`src/rtl/debug_trace_sched_if.sv`:
```
// Commit-port and head-record handshake bundle for debug_trace_sched.
// The slave modport is the scheduler's view; the master modport is the core/serializer side.
interface debug_trace_sched_if;
    logic        c0_valid;
    logic [31:0] c0_pc;
    logic [31:0] c0_instr;
    logic [31:0] c0_wdata;
    logic        c1_valid;
    logic [31:0] c1_pc;
    logic [31:0] c1_instr;
    logic [31:0] c1_wdata;
    logic        out_valid;
    logic        out_ready;
    logic [31:0] out_pc;
    logic [31:0] out_instr;
    logic [31:0] out_wdata;
    logic [1:0]  out_mode;

    modport master (
        output c0_valid, c0_pc, c0_instr, c0_wdata,
        output c1_valid, c1_pc, c1_instr, c1_wdata,
        output out_ready,
        input  out_valid, out_pc, out_instr, out_wdata, out_mode
    );

    modport slave (
        input  c0_valid, c0_pc, c0_instr, c0_wdata,
        input  c1_valid, c1_pc, c1_instr, c1_wdata,
        input  out_ready,
        output out_valid, out_pc, out_instr, out_wdata, out_mode
    );
endinterface

```
`src/rtl/debug_trace_sched.sv`:
```
// Dual-commit retired-instruction trace buffer: program-order FWFT FIFO with drop counter.
// Optional feature: define DEBUG_TRACE_DEDUP_EN to discard commits repeating the last pushed pc.
module debug_trace_sched #(
    parameter int DEPTH  = 8,
    parameter int DROP_W = 16
) (
    input  logic                   clk,
    input  logic                   rst,
    input  logic                   en,
    input  logic                   flush,
    input  logic [1:0]             mode,
    debug_trace_sched_if.slave     bus,
    output logic [$clog2(DEPTH):0] level,
    output logic [DROP_W-1:0]      drop_cnt
);
    localparam int AW = $clog2(DEPTH);
    localparam int LW = AW + 1;

    typedef enum logic {IDLE, RUN} state_t;

    typedef struct packed {
        logic [1:0]  mode;
        logic [31:0] wdata;
        logic [31:0] instr;
        logic [31:0] pc;
    } rec_t;

    state_t            state_reg, state_next;
    logic [AW-1:0]     wr_ptr_reg, rd_ptr_reg;
    logic [LW-1:0]     level_reg, level_next;
    logic [DROP_W-1:0] drop_cnt_reg, drop_cnt_next;
    rec_t              mem [DEPTH];

    logic              capture;
    logic [1:0]        elig;
    logic [1:0]        cand;
    rec_t              rec_in [2];
    logic              push0, push1, drop0, drop1, pop;
    logic [LW-1:0]     free;
    logic [AW-1:0]     wr1_ptr;
    logic [DROP_W:0]   drop_sum;
    rec_t              head;

    assign rec_in[0] = '{mode: mode, wdata: bus.c0_wdata, instr: bus.c0_instr, pc: bus.c0_pc};
    assign rec_in[1] = '{mode: mode, wdata: bus.c1_wdata, instr: bus.c1_instr, pc: bus.c1_pc};

    // flush suppresses all capture so the drop counter is untouched that cycle
    assign capture = (state_reg == RUN) && en && !flush;

    genvar gi;
    generate
        for (gi = 0; gi < 2; gi++) begin : g_port
            logic port_valid;
            assign port_valid = (gi == 0) ? bus.c0_valid : bus.c1_valid;
            assign elig[gi]   = port_valid && capture && (rec_in[gi].pc != 32'd0);
        end
    endgenerate

`ifdef DEBUG_TRACE_DEDUP_EN
    logic [31:0] last_pc_reg, last_pc_next;
    logic [31:0] ref1_pc;

    assign cand[0] = elig[0] && (rec_in[0].pc != last_pc_reg);
    assign ref1_pc = push0 ? rec_in[0].pc : last_pc_reg;
    assign cand[1] = elig[1] && (rec_in[1].pc != ref1_pc);
    assign last_pc_next = push1 ? rec_in[1].pc : (push0 ? rec_in[0].pc : last_pc_reg);
`else
    assign cand = elig;
`endif

    // space is judged on the registered level only; a same-cycle pop gives no credit
    assign free  = LW'(DEPTH) - level_reg;
    assign push0 = cand[0] && (free != '0);
    assign drop0 = cand[0] && (free == '0);
    assign push1 = cand[1] && (free > LW'(push0));
    assign drop1 = cand[1] && !push1;

    assign pop     = (level_reg != '0) && bus.out_ready && !flush;
    assign wr1_ptr = wr_ptr_reg + AW'(push0);

    assign level_next = level_reg + LW'(push0) + LW'(push1) - LW'(pop);
    assign drop_sum   = {1'b0, drop_cnt_reg} + (DROP_W+1)'(drop0) + (DROP_W+1)'(drop1);
    assign drop_cnt_next = drop_sum[DROP_W] ? '1 : drop_sum[DROP_W-1:0];

    always_comb begin
        state_next = state_reg;
        case (state_reg)
            IDLE:    if (en)  state_next = RUN;
            RUN:     if (!en) state_next = IDLE;
            default: state_next = IDLE;
        endcase
    end

    always_ff @(posedge clk) begin
        if (rst) begin
            state_reg    <= IDLE;
            wr_ptr_reg   <= '0;
            rd_ptr_reg   <= '0;
            level_reg    <= '0;
            drop_cnt_reg <= '0;
        end else begin
            state_reg    <= state_next;
            drop_cnt_reg <= drop_cnt_next;
            if (flush) begin
                wr_ptr_reg <= '0;
                rd_ptr_reg <= '0;
                level_reg  <= '0;
            end else begin
                wr_ptr_reg <= wr_ptr_reg + AW'(push0) + AW'(push1);
                rd_ptr_reg <= rd_ptr_reg + AW'(pop);
                level_reg  <= level_next;
            end
        end
    end

`ifdef DEBUG_TRACE_DEDUP_EN
    always_ff @(posedge clk) begin
        if (rst || flush) begin
            last_pc_reg <= '0;
        end else begin
            last_pc_reg <= last_pc_next;
        end
    end
`endif

    // push0 and push1 always target distinct slots
    always_ff @(posedge clk) begin
        if (push0) mem[wr_ptr_reg] <= rec_in[0];
        if (push1) mem[wr1_ptr]    <= rec_in[1];
    end

    assign head          = mem[rd_ptr_reg];
    assign bus.out_valid = (level_reg != '0);
    assign bus.out_pc    = bus.out_valid ? head.pc    : '0;
    assign bus.out_instr = bus.out_valid ? head.instr : '0;
    assign bus.out_wdata = bus.out_valid ? head.wdata : '0;
    assign bus.out_mode  = bus.out_valid ? head.mode  : '0;

    assign level    = level_reg;
    assign drop_cnt = drop_cnt_reg;
endmodule

```
`src/flat_wrapper.sv`:
```
// flat-port wrapper written by rule: the top's interface ports become plain ports
module debug_trace_sched_flat 
#(
    parameter int DEPTH  = 8,
    parameter int DROP_W = 16
)
  (clk, rst, en, flush, mode, level, drop_cnt, bus_c0_valid, bus_c0_pc, bus_c0_instr, bus_c0_wdata, bus_c1_valid, bus_c1_pc, bus_c1_instr, bus_c1_wdata, bus_out_ready, bus_out_valid, bus_out_pc, bus_out_instr, bus_out_wdata, bus_out_mode);
  debug_trace_sched_if bus_i ();
  input  logic clk;
  input  logic rst;
  input  logic en;
  input  logic flush;
  input  logic [1:0] mode;
  output logic [$clog2(DEPTH):0] level;
  output logic [DROP_W-1:0] drop_cnt;
  input wire logic [$bits(bus_i.c0_valid)-1:0] bus_c0_valid;
  input wire logic [$bits(bus_i.c0_pc)-1:0] bus_c0_pc;
  input wire logic [$bits(bus_i.c0_instr)-1:0] bus_c0_instr;
  input wire logic [$bits(bus_i.c0_wdata)-1:0] bus_c0_wdata;
  input wire logic [$bits(bus_i.c1_valid)-1:0] bus_c1_valid;
  input wire logic [$bits(bus_i.c1_pc)-1:0] bus_c1_pc;
  input wire logic [$bits(bus_i.c1_instr)-1:0] bus_c1_instr;
  input wire logic [$bits(bus_i.c1_wdata)-1:0] bus_c1_wdata;
  input wire logic [$bits(bus_i.out_ready)-1:0] bus_out_ready;
  output wire logic [$bits(bus_i.out_valid)-1:0] bus_out_valid;
  output wire logic [$bits(bus_i.out_pc)-1:0] bus_out_pc;
  output wire logic [$bits(bus_i.out_instr)-1:0] bus_out_instr;
  output wire logic [$bits(bus_i.out_wdata)-1:0] bus_out_wdata;
  output wire logic [$bits(bus_i.out_mode)-1:0] bus_out_mode;
  assign bus_i.c0_valid = bus_c0_valid;
  assign bus_i.c0_pc = bus_c0_pc;
  assign bus_i.c0_instr = bus_c0_instr;
  assign bus_i.c0_wdata = bus_c0_wdata;
  assign bus_i.c1_valid = bus_c1_valid;
  assign bus_i.c1_pc = bus_c1_pc;
  assign bus_i.c1_instr = bus_c1_instr;
  assign bus_i.c1_wdata = bus_c1_wdata;
  assign bus_i.out_ready = bus_out_ready;
  assign bus_out_valid = bus_i.out_valid;
  assign bus_out_pc = bus_i.out_pc;
  assign bus_out_instr = bus_i.out_instr;
  assign bus_out_wdata = bus_i.out_wdata;
  assign bus_out_mode = bus_i.out_mode;
  debug_trace_sched #(.DEPTH(DEPTH), .DROP_W(DROP_W)) u_core (.clk(clk), .rst(rst), .en(en), .flush(flush), .mode(mode), .bus(bus_i), .level(level), .drop_cnt(drop_cnt));
endmodule
```
`config.mk`:
```
export PLATFORM = sky130hd
export DESIGN_NAME = debug_trace_sched_flat
export DESIGN_NICKNAME = d
export VERILOG_FILES = /design/src/rtl/debug_trace_sched_if.sv /design/src/rtl/debug_trace_sched.sv /design/src/flat_wrapper.sv
export SDC_FILE = /design/constraint.sdc
export NUM_CORES = 1
export LEC_CHECK = 0
export BUFFER_PORTS_ARGS = -buffer_cell sky130_fd_sc_hd__buf_4
export CAP_MARGIN = 40
export CORE_MARGIN = 2
export CORE_UTILIZATION = 35
export DETAILED_ROUTE_END_ITERATION = 8
export GPL_TIMING_DRIVEN = 0
export SLEW_MARGIN = 20
export SYNTH_ARGS = -nofsm -noshare
export SYNTH_HDL_FRONTEND = slang
export SYNTH_SLANG_ARGS = --single-unit
```
`constraint.sdc`:
```
create_clock -name clk -period 11.4 [get_ports clk]
set_input_delay 1.71 -clock clk [delete_from_list [all_inputs] [get_ports clk]]
set_output_delay 1.71 -clock clk [all_outputs]
set_load 0.01 [all_outputs]
```
==> summary.txt, run 1 <==
Status
  – Status: finished, final reports clean

Clock network
  – H-tree Lvls: 3
  – Total of hold buffers inserted after clock tree synthesis: 0
  – Total number of clock tree sinks: 811
  – Clock transition at the registers of the reported paths: 0.06 ns
  – Clock tree from TritonCTS: built
  – Clock latency reported for the late side of the worst-skew pair: 0.67 ns
  – CTS-repair resized insts: 0
  – Root buf cell: sky130_fd_sc_hd__clkbuf_16
  – Maximum count of clock buffers along a single path: 3
  – Post-CTS Setup Bufs: 0
  – Number of buffers inserted during clock tree synthesis: 92

STA
  – Maximum clock frequency: 149.7 MHz
  – Min Clock Period, post-route: 6.681 ns
  – Final cycle utilization of the critical path: 58.61%
  – Final sum of negative setup slack: 0 ns
  – Unrepaired setup endpoints after global routing: false
  – Final setup violation count: 0
  – Number of hold violations in the final report: 0
  – Final max-slew violation count: 0
  – Clock skew: 0.02107 ns
  – Headroom to the max-slew limit: 41.62%
  – Least-Margin Pin Slew: 0.8757 ns

Critical path
  – Cell type group with the largest total delay on the critical path: buffers and inverters
  – Arrival time reported for the critical path endpoint: 7.02 ns
  – Critical path start-end classification: in2reg
  – Startpoint of the worst-slack reg-to-reg timing path: u_core.level[2]
  – Crit-path cells: buf_4 -> nor4_1 -> nand4_1 -> o21ai_0 -> or2_2 -> inv_1 -> ha_1 -> ha_1 -> clkbuf_1 -> nand2b_1 -> nor4b_4 -> buf_6 -> buf_2 -> buf_6 -> o21bai_4 -> buf_16 -> buf_16 -> buf_12
  – Critical Path Max Stage Delay: 0.66 ns
  – Required time of the critical path: 11.74 ns
  – CP max FO: 17
  – Buffering stage count on the worst path with inverters included: 9
  – Endpoint of the most critical register-to-register path: u_core.mem[2][38]
  – Sort of element at the end of the critical path: flop
  – CP max-delay cell: sky130_fd_sc_hd__nor4_1
  – Worst R2R Setup Slack: 5.99 ns
  – Worst Setup Start Kind: input pin
  – R2R cell count: 19

Worst hold path
  – Endpoint of the worst hold-timing path: u_core.drop_cnt[13]
  – Hold path depth: 1
  – Min-delay worst type: reg2reg
  – Worst Min Path Start: u_core.drop_cnt[13]

Detailed routing
  – Violation count after the first detailed-routing iteration: 1874
  – Average detailed-routed wire length per instance: 28.34 um
  – DRC errors left: 0
  – Count of vias placed by the detailed router: 24030
  – Overall routed net length: 125000 um
  – Antenna viol nets, final: 0
  – Vias per std cell: 5.448
  – Number of detailed-routing iterations run before antenna repair: 5

Yosys
  – Synth Register Bits: 811
  – Fraction of synthesis flops using an asynchronous set or reset pin: 0%
  – Count leader, synth: sky130_fd_sc_hd__edfxtp_1
  – Count of flip-flops with a built-in enable after synthesis: 784
  – Post-Synthesis Mean Instance Area: 17.78 um^2
  – Cell taking the most area after synthesis: sky130_fd_sc_hd__edfxtp_1
  – Post-synth design cell area: 40870 um^2
  – Post-Synthesis Net Count: 2517
  – Top FF cell, synth: sky130_fd_sc_hd__edfxtp_1
  – Leading cell types by total area after synthesis: sky130_fd_sc_hd__edfxtp_1 58%, sky130_fd_sc_hd__mux2_2 16%, sky130_fd_sc_hd__mux4_2 11%
  – Number of instances in the synthesized netlist: 2299
  – Commonest cells post-synth: 784 x sky130_fd_sc_hd__edfxtp_1, 583 x sky130_fd_sc_hd__mux2_2, 196 x sky130_fd_sc_hd__mux4_2
  – Post-synthesis sequential area ratio: 58.92%
  – Ys Warns: 0
  – Post-synth cell types: 47
  – Area share of the largest cell type after synthesis: 57.60%

Pwr
  – Final total power: 0.006448 W
  – Peak VDD IR: 0.09688 mV
  – Pwr dens: 129.4 nW/um^2
  – Static leakage: 16.57 nW

Placement
  – Count of port buffers added during placement: 318
  – DP Cell Count: 4226
  – Total half-perimeter wirelength after legalization and detailed placement: 87090 um
  – Global placement routability congestion: 0.7799
  – Post-detailed-placement cell area: 47000 um^2

Finish
  – Number of flip-flops in the largest register: 784
  – Share of final-layout standard cells stronger than drive strength 1: 51.91%
  – Post-Layout Cell Count: 4411
  – Layout overhead on the synthesized area: 21.95%
  – Number of nets in the finished design: 3018
  – Final instance area: 49840 um^2

GRT
  – Initial antenna violation count: 20
  – Global routing usage summed across all routing layers: 20.56%
  – GRT Residual Overflow: 0
  – Global-route wire length before repair: 178500 um
  – Number of global-route vias before repair: 25430
  – Pin count of the biggest net entering global routing: 19

Floorplanning
  – Floorplan core area: 116000 um^2
  – Count of standard-cell rows: 125
  – Number of top-level pins: 320
  – Area enclosed by the die boundary: 119500 um^2
  – Initial Util: 35.22%
  – Width of the die: 345.7 um
  – Vert. Die Dim: 345.7 um

Flow run
  – Max-cap violation count: 0
==> placed cells by master (no fill, tap or decap), types with 4 or more instances in the layout <==
master and instances:
sky130_fd_sc_hd__a21oi_1 15, sky130_fd_sc_hd__and2_1 6, sky130_fd_sc_hd__and4_1 4, sky130_fd_sc_hd__buf_1 13, sky130_fd_sc_hd__buf_12 14, sky130_fd_sc_hd__buf_16 38, sky130_fd_sc_hd__buf_2 68, sky130_fd_sc_hd__buf_4 332
sky130_fd_sc_hd__buf_6 49, sky130_fd_sc_hd__buf_8 7, sky130_fd_sc_hd__clkbuf_1 64, sky130_fd_sc_hd__clkbuf_16 93, sky130_fd_sc_hd__clkbuf_2 5, sky130_fd_sc_hd__clkinv_1 22, sky130_fd_sc_hd__clkinv_2 15, sky130_fd_sc_hd__clkinvlp_4 4
sky130_fd_sc_hd__dfxtp_1 27, sky130_fd_sc_hd__diode_2 11, sky130_fd_sc_hd__edfxtp_1 784, sky130_fd_sc_hd__ha_1 14, sky130_fd_sc_hd__inv_1 11, sky130_fd_sc_hd__mux2_1 127, sky130_fd_sc_hd__mux2_2 583, sky130_fd_sc_hd__mux2_4 58
sky130_fd_sc_hd__mux2i_1 100, sky130_fd_sc_hd__mux4_2 196, sky130_fd_sc_hd__nand2_1 10, sky130_fd_sc_hd__nand2b_1 4, sky130_fd_sc_hd__nand3_1 8, sky130_fd_sc_hd__nand4_1 7, sky130_fd_sc_hd__nor2_1 111, sky130_fd_sc_hd__nor4_1 16
sky130_fd_sc_hd__nor4b_4 4, sky130_fd_sc_hd__o21bai_4 5, sky130_fd_sc_hd__or3_1 5, sky130_fd_sc_hd__xnor2_1 6, sky130_fd_sc_hd__xor2_1 8
==> how the worst max path moves through the flow <==
stage                             start                end  slack (ns)  cells past startpoint
after floorplan                   flush   u_core.mem[0][0]        1.41                      4
after global placement     bus_c0_pc[2]  u_core.mem[4][61]       -8.36                      6
after detailed placement   bus_c0_pc[1]  u_core.mem[2][46]        4.05                     18
after CTS                  bus_c0_pc[1]  u_core.mem[2][38]        4.76                     18
after global routing      bus_c0_pc[16]  u_core.mem[2][38]        4.45                     18
final                     bus_c0_pc[16]  u_core.mem[2][38]        4.72                     18
==> power breakdown <==
part | internal (W) | switching [W]
Sequential | 0.00328 | 0.00000245
Clock | 0.00157 | 0.00121
Combinational | 0.000200 | 0.000186
Total | 0.00505 | 0.00140
==> metal layers <==
layer  wire [um]  GRT usage [%]  up-vias  share of wire (%)
met2       63820          35.82      815                 51
li1            -              -    10360                  -
met1       49650          25.51    12640                 40
met4        3036          6.229       20                2.4
met5         126              0        -               0.10
met3        8385          4.454      193                6.7
==> kinds of logic after synthesis <==
| logic type | Yosys count | synth area share (%) |
|---|---|---|
| buffers and inverters | 167 | 2.216 |
| DFF | 811 | 58.92 |
| adders and majority gates | 17 | 0.5755 |
| muxes | 1064 | 34.94 |
| and+or+nand+nor | 197 | 2.584 |
| AOI/OAI and AO/OA | 27 | 0.3796 |
| xor gates and xnor gates | 16 | 0.3796 |
==> worst register-to-register path: cells and delay by family (launching register included) <==
family / cells / cell delay, ns
buf+inv: 9 / 2.09
simple gates: 5 / 1.37
fa+ha+maj: 3 / 0.69
flops: 1 / 0.42
compound gates: 1 / 0.35
xor+xnor: 1 / 0.15
==> final cells by class <==
cell class | instances | area, um^2
multi-input cells | 1321 | 15980
well taps | 1524 | 1907
flip-flops and latches | 811 | 24080
clock inverters | 50 | 345.3
clock buffers | 120 | 2429
plain buffers | 156 | 872.1
inverters | 11 | 41.29
fillers | 10330 | 66210
repair buffers | 407 | 4156
diodes | 11 | 27.53
==> metrics by stage <==
stage / worst slack [ns] / hold WS [ns] / utilization (%)
after global placement: -8.360 / 0.4987 / 38.93
after CTS: 4.757 / 0.5496 / 42.89
after detailed placement: 4.045 / 0.5367 / 40.50
after floorplan: 1.414 / 0.5168 / -
final: 4.719 / 0.5489 / 42.95
after global routing: 4.450 / 0.5899 / 42.94
Note: power is estimated with default switching activity, not from simulation.
==> run 2: changes to the inputs <==
- clock period: 11.4 -> 6.1 ns (I/O delays scaled with it)
==> summary.txt, run 2 (same netlist as run 1, synthesis figures left out) <==
Detailed routing
  – Vias per std cell: 5.450 (about the same)
  – Overall routed net length: 126200 um (+0.97%)
  – Average detailed-routed wire length per instance: 28.72 um (+1.3%)
  – Number of detailed-routing iterations run before antenna repair: 5 (unchanged)
  – Count of vias placed by the detailed router: 23950 (-0.32%)
  – DRC errors left: 0 (unchanged)
  – Violation count after the first detailed-routing iteration: 1917 (+2.3%)
  – Antenna viol nets, final: 0 (unchanged)

GRT
  – Met3 track demand over resource: 4.072% (-0.38 points)
  – GRT Residual Overflow: 0 (unchanged)
  – Busiest layer in global routing: met2
  – Global-route wire length before repair: 181600 um (+1.7%)
  – Number of global-route vias before repair: 25670 (+0.97%)
  – Global routing usage summed across all routing layers: 20.89% (+0.33 points)
  – Initial antenna violation count: 23 (+15%)
  – Met2 Use GR: 36.34% (+0.52 points)
  – Met1 GRT Util: 26.44% (+0.93 points)
  – Pin count of the biggest net entering global routing: 19 (unchanged)

Critical path
  – Critical path start-end classification: in2reg
  – Worst Setup Start Kind: input pin
  – Sort of element at the end of the critical path: flop
  – CP max FO: 16 (-1)
  – Arrival time reported for the critical path endpoint: 6.10 ns (-0.92 ns)
  – Required time of the critical path: 6.44 ns (-5.30 ns)

Placement
  – Global placement routability congestion: 0.7735 (-0.82%)
  – Worst slack at placement: -0.5566 ns (-4.602 ns)
  – Total half-perimeter wirelength after legalization and detailed placement: 88180 um (+1.2%)
  – Count of port buffers added during placement: 318 (unchanged)
  – Post-detailed-placement cell area: 47060 um^2 (+0.13%)

Clock network
  – Total number of clock tree sinks: 811 (unchanged)
  – Clock tree from TritonCTS: built
  – Root buf cell: sky130_fd_sc_hd__clkbuf_16
  – Number of buffers inserted during clock tree synthesis: 91 (-1.1%)
  – Maximum count of clock buffers along a single path: 3 (unchanged)
  – Clock transition at the registers of the reported paths: 0.05 ns (about the same)
  – H-tree Lvls: 3 (unchanged)
  – Clock latency reported for the late side of the worst-skew pair: 0.66 ns (about the same)

Floorplanning
  – Area enclosed by the die boundary: 119500 um^2 (unchanged)
  – Count of standard-cell rows: 125 (unchanged)
  – Initial Util: 35.22% (unchanged)
  – Width of the die: 345.7 um (unchanged)
  – Floorplan core area: 116000 um^2 (unchanged)
  – Vert. Die Dim: 345.7 um (unchanged)
  – Number of top-level pins: 320 (unchanged)

STA
  – Min Clock Period, post-route: 5.756 ns
  – Final setup violation count: 0 (unchanged)
  – Headroom to the max-slew limit: 41.82% (+0.19 points)
  – Unrepaired setup endpoints after global routing: false
  – Clock skew: 0.02229 ns (+0.001228 ns)
  – Maximum clock frequency: 173.7 MHz
  – Number of hold violations in the final report: 0 (unchanged)
  – Final max-slew violation count: 0 (unchanged)
  – Final cycle utilization of the critical path: 94.35%
  – Least-Margin Pin Slew: 0.8728 ns (-0.002911 ns)
  – Post-route worst setup slack: 0.3444 ns (-4.374 ns)

Finish
  – Count of fill cells added during filler insertion: 10360 (+0.36%)
  – Share of final-layout standard cells stronger than drive strength 1: 52.08% (+0.17 points)
  – Number of flip-flops in the largest register: 784 (unchanged)
  – Final instance area: 49800 um^2 (about the same)
  – Highest-count cells in the layout ignoring fill and taps: 784 x sky130_fd_sc_hd__edfxtp_1, 583 x sky130_fd_sc_hd__mux2_2, 332 x sky130_fd_sc_hd__buf_4
  – Number of nets in the finished design: 3021 (+0.099%)
  – Layout overhead on the synthesized area: 21.84% (about the same)
  – Most common cell after layout, fill and taps aside: sky130_fd_sc_hd__edfxtp_1

Pwr
  – Peak VDD IR: 0.1684 mV (+74%)
  – Static leakage: 16.57 nW (about the same)
  – Pwr dens: 240.5 nW/um^2 (+86%)

Status
  – Status: finished, final reports clean

Worst hold path
  – Min-delay worst type: in2reg

Flow run
  – Max-cap violation count: 0 (unchanged)
run 2: worst paths after layout:
kind                                     startpoint             endpoint  slack (ns)  cells after the start
worst max register to register      u_core.level[2]    u_core.mem[2][10]        0.70                     18
worst max-delay path                   bus_c0_pc[1]    u_core.mem[2][10]        0.34                     17
worst min-delay path                        mode[0]    u_core.mem[0][96]        0.51                      1
worst min register to register  u_core.drop_cnt[13]  u_core.drop_cnt[13]        0.57                      1
run 2: through the flow:
| step | utilization, % | cells | power (W) | hold slack, ns | setup TNS [ns] |
|---|---|---|---|---|---|
| after global routing | 42.91 | 4393 | 0.01231 | 0.4961 | 0 |
| after global placement | 38.95 | 4141 | 0.006918 | 0.5034 | -3443.59 |
| after CTS | 42.86 | 4383 | 0.01206 | 0.4631 | 0 |
| final | 42.91 | 4395 | 0.01197 | 0.5084 | 0 |
| after detailed placement | 40.55 | 4230 | 0.006965 | 0.5490 | -41.65 |
| after floorplan | - | 2299 | 0.006596 | 0.5168 | -235.27 |
run 2: final cells by class:
class	count	area, um^2	share of cell area, %
buffer	156	872.1	1.751
inverter	11	41.29	0.08291
antenna	8	20.02	0.04020
multi-input combinational	1321	15980	32.09
tap	1524	1907	3.829
sequential	811	24080	48.36
timing repair buffer	411	4218	8.470
clock buffer	115	2389	4.796
clock inverter	38	289.0	0.5804
run 2: worst max-delay path: stages:
cell	delay, ns
sky130_fd_sc_hd__buf_4	0.14
sky130_fd_sc_hd__nor4_1	0.41
sky130_fd_sc_hd__nand4_1	0.41
sky130_fd_sc_hd__o21ai_1	0.38
sky130_fd_sc_hd__or2_2	0.19
sky130_fd_sc_hd__inv_1	0.06
sky130_fd_sc_hd__ha_1	0.18
sky130_fd_sc_hd__ha_1	0.31
sky130_fd_sc_hd__clkbuf_1	0.37
sky130_fd_sc_hd__nand2b_1	0.25
sky130_fd_sc_hd__nor4b_4	0.60
sky130_fd_sc_hd__buf_2	0.57
sky130_fd_sc_hd__buf_6	0.26
sky130_fd_sc_hd__o21bai_4	0.33
sky130_fd_sc_hd__buf_12	0.28
sky130_fd_sc_hd__buf_12	0.20
sky130_fd_sc_hd__buf_16	0.18
run 2: metal layers:
layer  routed length [um]  vias to the layer above
met2                64200                      741
li1                     -                    10320
met5                  216                        -
met1                51020                    12670
met3                 7914                      192
met4                 2873                       32
run 2: what timing repair did:
| item | in CTS | in global routing |
|---|---|---|
| resized for setup | 0 | 1 |
| setup endpoints to repair | 0 | 38 |
| hold buffers | 0 | 0 |
| setup buffers | 0 | 0 |
run 2: where the power goes:
group	internal, W	switching [W]	total [W]
combinational	0.000373	0.000348	0.000721
clock	0.00291	0.00221	0.00512
sequential	0.00613	0.00000480	0.00613
total	0.00941	0.00256	0.0120
==> run 3: changes to the inputs <==
- ABC_CLOCK_PERIOD_IN_PS: not set -> 7200
- clock period: 6.1 -> 7.2 ns (I/O delays scaled with it)
==> summary.txt, run 3 (same netlist as run 1, synthesis figures left out) <==
Finish
  – Post-Layout Cell Count: 4394 (-0.023%)
  – Most common cell after layout, fill and taps aside: sky130_fd_sc_hd__edfxtp_1
  – Final instance area: 49860 um^2 (+0.12%)
  – Highest-count cells in the layout ignoring fill and taps: 784 x sky130_fd_sc_hd__edfxtp_1, 583 x sky130_fd_sc_hd__mux2_2, 332 x sky130_fd_sc_hd__buf_4
  – Count of fill cells added during filler insertion: 10270 (-0.93%)
  – Sequential cell area: 24080 um^2 (unchanged)
  – Share of final-layout standard cells stronger than drive strength 1: 51.96% (-0.12 points)
  – Number of nets in the finished design: 3012 (-0.30%)
  – Multi-input logic area: 15980 um^2 (unchanged)
  – Layout overhead on the synthesized area: 21.99%
  – Number of flip-flops in the largest register: 784 (unchanged)

Clock network
  – Root buf cell: sky130_fd_sc_hd__clkbuf_16
  – H-tree Lvls: 3 (unchanged)
  – Clock tree from TritonCTS: built
  – Total number of clock tree sinks: 811 (unchanged)
  – Total of hold buffers inserted after clock tree synthesis: 0 (unchanged)
  – Clock latency reported for the late side of the worst-skew pair: 0.68 ns (+0.02 ns)
  – Clock transition at the registers of the reported paths: 0.06 ns (about the same)
  – Post-CTS Setup Bufs: 0 (unchanged)
  – Number of buffers inserted during clock tree synthesis: 92 (+1.1%)
  – CTS-repair resized insts: 0 (unchanged)
  – Maximum count of clock buffers along a single path: 3 (unchanged)

GRT
  – Global routing usage summed across all routing layers: 20.61% (-0.28 points)
  – Pin count of the biggest net entering global routing: 18 (-1)
  – GRT Residual Overflow: 0 (unchanged)
  – Global-route wire length before repair: 178700 um (-1.6%)
  – Initial antenna violation count: 31 (+35%)
  – Number of global-route vias before repair: 25750 (+0.31%)

STA
  – Clock skew: 0.02529 ns (+0.002994 ns)
  – Headroom to the max-slew limit: 40.26% (-1.6 points)
  – Maximum clock frequency: 159.9 MHz
  – Min Clock Period, post-route: 6.254 ns
  – Number of hold violations in the final report: 0 (unchanged)
  – Final cycle utilization of the critical path: 86.86%
  – Post-route worst setup slack: 0.9457 ns (+0.6013 ns)
  – Least-Margin Pin Slew: 0.8923 ns (+0.01950 ns)
  – Final max-slew violation count: 0 (unchanged)
  – Final setup violation count: 0 (unchanged)
  – Final sum of negative setup slack: 0 ns (unchanged)
  – Unrepaired setup endpoints after global routing: false

Floorplanning
  – Width of the die: 345.7 um (unchanged)
  – Count of standard-cell rows: 125 (unchanged)
  – Floorplan core area: 116000 um^2 (unchanged)
  – Area enclosed by the die boundary: 119500 um^2 (unchanged)
  – Number of top-level pins: 320 (unchanged)
  – Vert. Die Dim: 345.7 um (unchanged)
  – Initial Util: 35.22% (unchanged)

Placement
  – Count of port buffers added during placement: 318 (unchanged)
  – Global placement routability congestion: 0.7730 (about the same)
  – Worst slack at placement: 0.3598 ns (+0.9164 ns)
  – DP Cell Count: 4223 (-0.17%)
  – Post-detailed-placement cell area: 46960 um^2 (-0.20%)
  – Total half-perimeter wirelength after legalization and detailed placement: 88340 um (+0.18%)

Status
  – Status: finished, final reports clean

Detailed routing
  – Count of vias placed by the detailed router: 23990 (+0.14%)
  – Violation count after the first detailed-routing iteration: 1761 (-8.1%)
  – Antenna viol nets, final: 0 (unchanged)
  – DRC errors left: 0 (unchanged)
  – Overall routed net length: 125000 um (-0.97%)
  – Number of detailed-routing iterations run before antenna repair: 5 (unchanged)
  – Average detailed-routed wire length per instance: 28.45 um (-0.95%)
  – Vias per std cell: 5.459 (+0.16%)

Worst hold path
  – Min-delay worst type: reg2reg
  – Worst Min Path Start: u_core.drop_cnt[13]

Flow run
  – Max-cap violation count: 0 (unchanged)

Pwr
  – Fraction of power consumed by the clock network: 43.9% (+1.1 points)
  – Static leakage: 16.59 nW (+0.13%)
  – Pwr dens: 207.5 nW/um^2 (-14%)
  – Logic pwr share: 5.9% (about the same)
  – Cell Int Power: 0.008128 W (-14%)
  – Reported net switching power: 0.002218 W (-13%)
  – Share of total power in sequential cells: 50.2% (-1.0 points)
  – Peak VDD IR: 0.1742 mV (+3.5%)
  – Share of total power consumed by net switching: 21.44% (+0.026 points)

Critical path
  – Critical Path Max Stage Delay: 0.79 ns (+0.19 ns)
  – Critical path start-end classification: in2reg
  – Startpoint of the worst-slack reg-to-reg timing path: u_core.level[2]
  – Crit-path cells: buf_4 -> nor4_1 -> nand4_1 -> o21ai_0 -> or2_2 -> inv_1 -> ha_1 -> ha_1 -> clkbuf_1 -> nand2b_1 -> nor4b_4 -> buf_2 -> buf_6 -> o21bai_4 -> buf_12 -> buf_12
  – Required time of the critical path: 7.56 ns (+1.12 ns)
  – Arrival time reported for the critical path endpoint: 6.61 ns (+0.51 ns)
  – Worst Setup Start Kind: input pin
  – Worst R2R Setup Slack: 1.79 ns (+1.09 ns)
  – Start point of the critical path: bus_c0_pc[1]
  – CP max FO: 16 (unchanged)
  – Sort of element at the end of the critical path: flop
  – CP max-delay cell: sky130_fd_sc_hd__nor4b_4
-- run 3: power groups by stage --
stage                     clock network (W)  logic, W  registers (W)
after floorplan                           0  0.000294        0.00530
after global placement                    0  0.000566        0.00530
after detailed placement                  0  0.000611        0.00529
after CTS                           0.00462  0.000615        0.00519
after global routing                0.00478  0.000664        0.00519
final                               0.00454  0.000614        0.00519
-- run 3: final cells by class --
type                            count  area share, %
Sequential cell                   811          48.30
Timing Repair Buffer              401          8.201
Inverter                           11        0.08281
Buffer                            156          1.754
Clock inverter                     41         0.8783
Antenna cell                       12        0.06023
Multi-Input combinational cell   1321          32.05
Tap cell                         1524          3.824
Clock buffer                      117          4.848
-- run 3: per-layer routing --
metal / global-route usage [%] / share of wire [%] / up-vias / wire length, um
met1: 25.28 / 39 / 12580 / 49350
met2: 34.94 / 50 / 838 / 62630
li1: - / - / 10330 / -
met5: 0 / 0.14 / - / 179
met4: 8.172 / 3.2 / 28 / 4038
met3: 5.029 / 7.0 / 213 / 8795
-- run 3: final timing paths --
path	to	depth (start not counted)
worst max-delay path	u_core.mem[6][47]	16
worst min-delay path	u_core.drop_cnt[13]	1
worst max register to register	u_core.mem[6][47]	17
worst min register to register	u_core.drop_cnt[13]	1
-- run 3: per-stage QoR --
stage	hold WS [ns]	total power (W)	util (%)
after floorplan	0.5168	0.005591	-
after detailed placement	0.5248	0.005904	40.47
after CTS	0.5307	0.01043	42.93
after global placement	0.5000	0.005869	38.94
final	0.5315	0.01035	42.96
after global routing	0.5598	0.01064	42.96
-- run 3: critical path: cells and delay by family --
family          cells  cell delay (ns)
fa+ha+maj           2             0.47
buf+inv             7             1.86
simple gates        5             2.30
compound gates      2             0.83
